File: config.mk
export PLATFORM = sky130hd
export DESIGN_NAME = br_fifo
export DESIGN_NICKNAME = d
export VERILOG_FILES = /design/src/rtl/bc_pkg.sv /design/src/rtl/br_fifo_mem.sv /design/src/rtl/br_fifo.sv
export SDC_FILE = /design/constraint.sdc
export NUM_CORES = 1
export LEC_CHECK = 0
export BUFFER_PORTS_ARGS = -buffer_cell sky130_fd_sc_hd__buf_2
export CAP_MARGIN = 20
export CORE_UTILIZATION = 45
export CTS_BUF_LIST = sky130_fd_sc_hd__clkbuf_16
export CTS_CLUSTER_DIAMETER = 60
export DETAILED_ROUTE_END_ITERATION = 8
export PLACE_DENSITY_LB_ADDON = 0.2
export SLEW_MARGIN = 20
export SYNTH_ARGS = -nofsm -noshare
export SYNTH_HDL_FRONTEND = slang
export SYNTH_SLANG_ARGS = --single-unit
export TNS_END_PERCENT = 50
File: constraint.sdc
create_clock -name clk -period 2.4 [get_ports clk]
set_clock_uncertainty 0.1 [all_clocks]
set_input_delay 0.12 -clock clk [delete_from_list [all_inputs] [get_ports clk]]
set_output_delay 0.12 -clock clk [all_outputs]
set_load 0.01 [all_outputs]
File: src/rtl/bc_pkg.sv
`default_nettype none
// ============================================================================
// Module      : bc_pkg
// Description : Shared datapath constants for the buffer/control slice.
// Revision    : 1.0 - initial release
// ============================================================================
package bc_pkg;

    localparam int DATA_W_DEF   = 16;
    localparam int BR_DEPTH_DEF = 4;

    // Control word bit that the control unit routes to the buffer load strobe.
    localparam int C7_LOAD      = 7;

endpackage : bc_pkg
`default_nettype wire

File: src/rtl/br_fifo_mem.sv
`default_nettype none
// ============================================================================
// Module      : br_fifo_mem
// Description : DEPTH x DATA_W register array, sync write / async read, no reset.
// Revision    : 1.0 - initial release
// ============================================================================
module br_fifo_mem #(
    parameter int DATA_W = 16,
    parameter int DEPTH  = 4,
    parameter int AW     = 2
) (
    input  logic              clk,
    input  logic              we,
    input  logic [AW-1:0]     waddr,
    input  logic [DATA_W-1:0] wdata,
    input  logic [AW-1:0]     raddr,
    output logic [DATA_W-1:0] rdata
);

    logic [DATA_W-1:0] mem_q [DEPTH];

    always_ff @(posedge clk) begin
        if (we) begin
            mem_q[waddr] <= wdata;
        end
    end

    assign rdata = mem_q[raddr];

endmodule : br_fifo_mem
`default_nettype wire

File: src/rtl/br_fifo.sv
`default_nettype none
// ============================================================================
// Module      : br_fifo
// Description : First-word-fall-through operand queue between MBR and ALU/ACC.
// Revision    : 1.0 - initial release
// ============================================================================
module br_fifo
    import bc_pkg::*;
#(
    parameter int DATA_W = DATA_W_DEF,
    parameter int DEPTH  = BR_DEPTH_DEF
) (
    input  logic                   clk,
    input  logic                   rst,
    input  logic                   load,
    input  logic [DATA_W-1:0]      MBR_in,
    input  logic                   pop,
    input  logic                   flush,
    output logic [DATA_W-1:0]      BR_out,
    output logic                   BR_valid,
    output logic                   full,
    output logic [$clog2(DEPTH):0] count,
    output logic                   ovf,
    output logic                   udf
);

    localparam int AW = $clog2(DEPTH);
    localparam int CW = AW + 1;

    logic [AW-1:0]     wp_q, wp_d;
    logic [AW-1:0]     rp_q, rp_d;
    logic [CW-1:0]     count_q, count_d;
    logic              ovf_q, ovf_d;
    logic              udf_q, udf_d;
    logic              w_empty;
    logic              w_full;
    logic              w_push;
    logic              w_pop;
    logic              w_we;
    logic [DATA_W-1:0] w_rdata;

    assign w_empty = (count_q == '0);
    assign w_full  = (count_q == CW'(DEPTH));
    // A pop frees a slot in the same edge, so a full queue still accepts load+pop.
    assign w_push  = load && (!w_full || pop);
    assign w_pop   = pop && !w_empty;
    assign w_we    = w_push && !flush;

    always_comb begin
        wp_d    = wp_q;
        rp_d    = rp_q;
        count_d = count_q;
        ovf_d   = ovf_q;
        udf_d   = udf_q;
        if (flush) begin
            wp_d    = '0;
            rp_d    = '0;
            count_d = '0;
            ovf_d   = 1'b0;
            udf_d   = 1'b0;
        end else begin
            if (w_push) begin
                wp_d = wp_q + 1'b1;
            end
            if (w_pop) begin
                rp_d = rp_q + 1'b1;
            end
            if (w_push && !w_pop) begin
                count_d = count_q + 1'b1;
            end else if (w_pop && !w_push) begin
                count_d = count_q - 1'b1;
            end
            if (load && w_full && !pop) begin
                ovf_d = 1'b1;
            end
            if (pop && w_empty) begin
                udf_d = 1'b1;
            end
        end
    end

    always_ff @(posedge clk or posedge rst) begin
        if (rst) begin
            wp_q    <= '0;
            rp_q    <= '0;
            count_q <= '0;
            ovf_q   <= 1'b0;
            udf_q   <= 1'b0;
        end else begin
            wp_q    <= wp_d;
            rp_q    <= rp_d;
            count_q <= count_d;
            ovf_q   <= ovf_d;
            udf_q   <= udf_d;
        end
    end

    br_fifo_mem #(
        .DATA_W (DATA_W),
        .DEPTH  (DEPTH),
        .AW     (AW)
    ) u_mem (
        .clk   (clk),
        .we    (w_we),
        .waddr (wp_q),
        .wdata (MBR_in),
        .raddr (rp_q),
        .rdata (w_rdata)
    );

    assign BR_out   = w_empty ? '0 : w_rdata;
    assign BR_valid = !w_empty;
    assign full     = w_full;
    assign count    = count_q;
    assign ovf      = ovf_q;
    assign udf      = udf_q;

endmodule : br_fifo
`default_nettype wire

==> flow_summary_export.csv <==
group,metric,value,unit
synth,ys_ff_latch,73,
synth,synth_common_cells,"64 x edfxtp_1, 16 x mux4_2, 16 x nor2b_1",
worst_setup_path,cpLargestDelayFamily,"simple AND/OR/NAND/NOR gates",
clocking,tritoncts,"done",
layout,layout-drive-gt1-share,39.1,%
sta,hold_ws,0.0637,ns
clocking,cts_setup_buffers,0,
synth,synth_compound_area_share,3.09,%
detailed_routing,viasPerCell,5.29,
die,io_pins,44,
sta,drv_slew,0,
placement,placed_cell_area,0.00343,mm²
detailed_routing,detail_route.wl_per_cell,17.4,µm
detailed_routing,wirelength,5660,µm
worst_setup_path,slowest_stage,"dfrtp_1",
clocking,clk_pin_slew,0.06,ns
sta,finalCritPeriodShare,96.8,%
min_path,hold_class,"in2reg",
grt,grt_max_degree,18,
worst_setup_path,endpoint_kind,"flop",
sta,worst_slack,0.0778,ns
grt,gr-usage-met3,3.34,%
synth,yosys_most_used_dff,"edfxtp_1",
synth,syn-cell-area,0.00308,mm²
grt,grt_pass1_vias,1852,
grt,grt_pass1_wl,9090,µm
synth,synth_top_area_share,62.5,%
detailed_routing,first_pass_iters,6,
die,die_w,84.7,µm
sta,tns,0,ns
grt,antenna_found_initial,0,
worst_setup_path,cpMostUsedCell,"a31oi_1",
worst_setup_path,start_kind,"flop",
synth,synth_most_common_cell,"edfxtp_1",
sta,slew-limit-headroom,59.1,%
placement,port_buffers,43,
layout,syn2layout_area_growth,26.7,%
layout,seqCellArea,0.00215,mm²
layout,multi_input_area,867,µm²
die,start_util,47.6,%
clocking,cts_num_sinks,73,
power,power.density,1010,mW/mm²
worst_setup_path,critPathMaxFanout,8,
power,power,3.93,mW
worst_setup_path,crit_chain,"or3b_4 -> and3_1 -> fa_1 -> nor4b_1 -> a31oi_1 -> a31oi_1",
clocking,cts_buffers,9,
clocking,cts_root_buf,"clkbuf_16",
die,chipHeight,84.7,µm
synth,synth_edf_count,64,
synth,synth_top_family_by_area,"multiplexers",
synth,yosys.area_share.xor_xnor,0.570,%
clocking,cts-htree-levels,3,
synth,ys_warn_count,0,
synth,yosys.area_share.simple,7.97,%
detailed_routing,vias,1719,
sta,final_hold_viol_count,0,
power,vdd.ir_drop.worst,0.000560,V
synth,post_synth.cell_area_avg,17.8,µm²
synth,ys_async_sr_fraction,12.3,%
synth,synthTopCellsByArea,"edfxtp_1 62%, mux4_2 12%, dfrtp_1 7.3%",
grt,grtUsageTotal,17.3,%
die,die_area,0.00717,mm²
sta,worst_slew_pin_slew,0.611,ns
synth,muxShareOfSynthArea,13.3,%
clocking,clock_path_buffers,2,
sta,post-route-min-period,2.32,ns
detailed_routing,drc,0,
layout,fin_nets,269,
grt,gr-usage-met1,20.3,%
synth,synth_fa_ha_area_share,2.28,%
grt,grtUsageMet2,30.6,%
synth,ys_seq_area_share,69.8,%
sta,finalSetupViolCount,0,
die,rows,29,
outcome,status,"finished, final reports clean",
power,p_leak,1.46,nW
layout,antenna_cells,0,
sta,max_freq,0.431,GHz
worst_setup_path,max_stage_delay,0.47,ns
layout,stdcell_area,0.00390,mm²
worst_setup_path,cp_num_buf_inv,0,
clocking,clock_latency,0.32,ns
die,coreArea,0.00646,mm²
placement,routabilityCongestion,0.776,
synth,synth_nets,199,
layout,fillers,489,
detailed_routing,drt_iter0_drc,166,
sta,rsz0062_at_grt,"no",
synth,synthDistinctLibCells,34,
placement,hpwl,3700,µm
grt,overflow,0,
grt,grt_busiest_layer,"met2",
worst_setup_path,cp.required,2.53,ns
placement,pre_cts_slack,0.192,ns
worst_setup_path,critPathKind,"reg2reg",
flow_run,drv_cap,0,
worst_setup_path,worst_ep_arrival_time,2.46,ns
synth,syn_inst,173,
detailed_routing,ant_nets,0,
synth,yosysTopAreaCell,"edfxtp_1",
==> per-stage QoR <==
stage,instances,utilization [%]
CTS,325,60.2
floorplan,173,-
global route,325,60.3
finish,325,60.3
detailed placement,292,53.0
global placement,292,53.0
==> layout make-up <==
| cell class | count | share of cell area [%] |
|---|---|---|
| Inverter | 8 | 0.803 |
| Tap cell | 77 | 2.47 |
| Multi-Input combinational cell | 81 | 22.3 |
| Timing Repair Buffer | 70 | 11.8 |
| Clock inverter | 7 | 1.77 |
| Clock buffer | 9 | 5.78 |
| Sequential cell | 73 | 55.1 |
==> path summary, 6_finish.rpt <==
| path | endpoint | startpoint | slack [ns] | cells after the start |
|---|---|---|---|---|
| min | ovf | flush | 0.06 | 2 |
| max in group asynchronous | count[1] | rst | 1.75 | 3 |
| max reg2reg | count[2] | count[1] | 0.08 | 6 |
| min reg2reg | ovf | ovf | 0.39 | 2 |
| min in group asynchronous | udf | rst | 0.19 | 3 |
| max | count[2] | count[1] | 0.08 | 6 |
==> power breakdown <==
part	switching [mW]	leakage (nW)	internal [mW]	total [mW]
clock	0.478	0.143	0.801	1.28
sequential	0.0650	0.701	1.47	1.54
combinational	0.577	0.613	0.538	1.12
total	1.12	1.46	2.81	3.93
==> flip-flops by register name, indices dropped and copies added, names as in the netlist <==
name         count
u_mem.mem_q     64
count            3
rp_q             2
wp_q             2
ovf              1
udf              1
==> metal layers <==
metal | vias up | wire, µm
li1 | 804 | -
met1 | 873 | 2410
met2 | 40 | 3040
met3 | 2 | 174
met4 | 0 | 34
met5 | - | 0
==> placed cells by master (no fill, tap or decap), types with 2 or more instances in the layout <==
master / instances
edfxtp_1: 64
buf_2: 43
dlygate4sd3_1: 17
mux4_2: 16
nor2b_1: 16
nor2_1: 10
buf_4: 10
clkbuf_16: 9
dfrtp_1: 9
inv_1: 7
nand2b_1: 4
nor3b_2: 4
a31oi_1: 4
ha_1: 4
clkinv_2: 3
mux2_2: 2
o21ai_0: 2
or3_1: 2
a21oi_1: 2
==> cell families after synthesis <==
logic type	count (synthesis)
buffers and inverters	19
multiplexers	20
AND/OR/NAND/NOR	41
AO/OA/AOI/OAI	13
flip-flops	73
adder cells (fa/ha/maj)	5
XOR/XNOR	2
==> timing repair <==
item / 4_1_cts / 5_1_grt
gates resized for setup: 0 / 1
setup endpoints to repair: 0 / 1
hold buffers: 17 / 0
hold endpoints to repair: 73 / 0
Power figures use the tool's default switching activity.
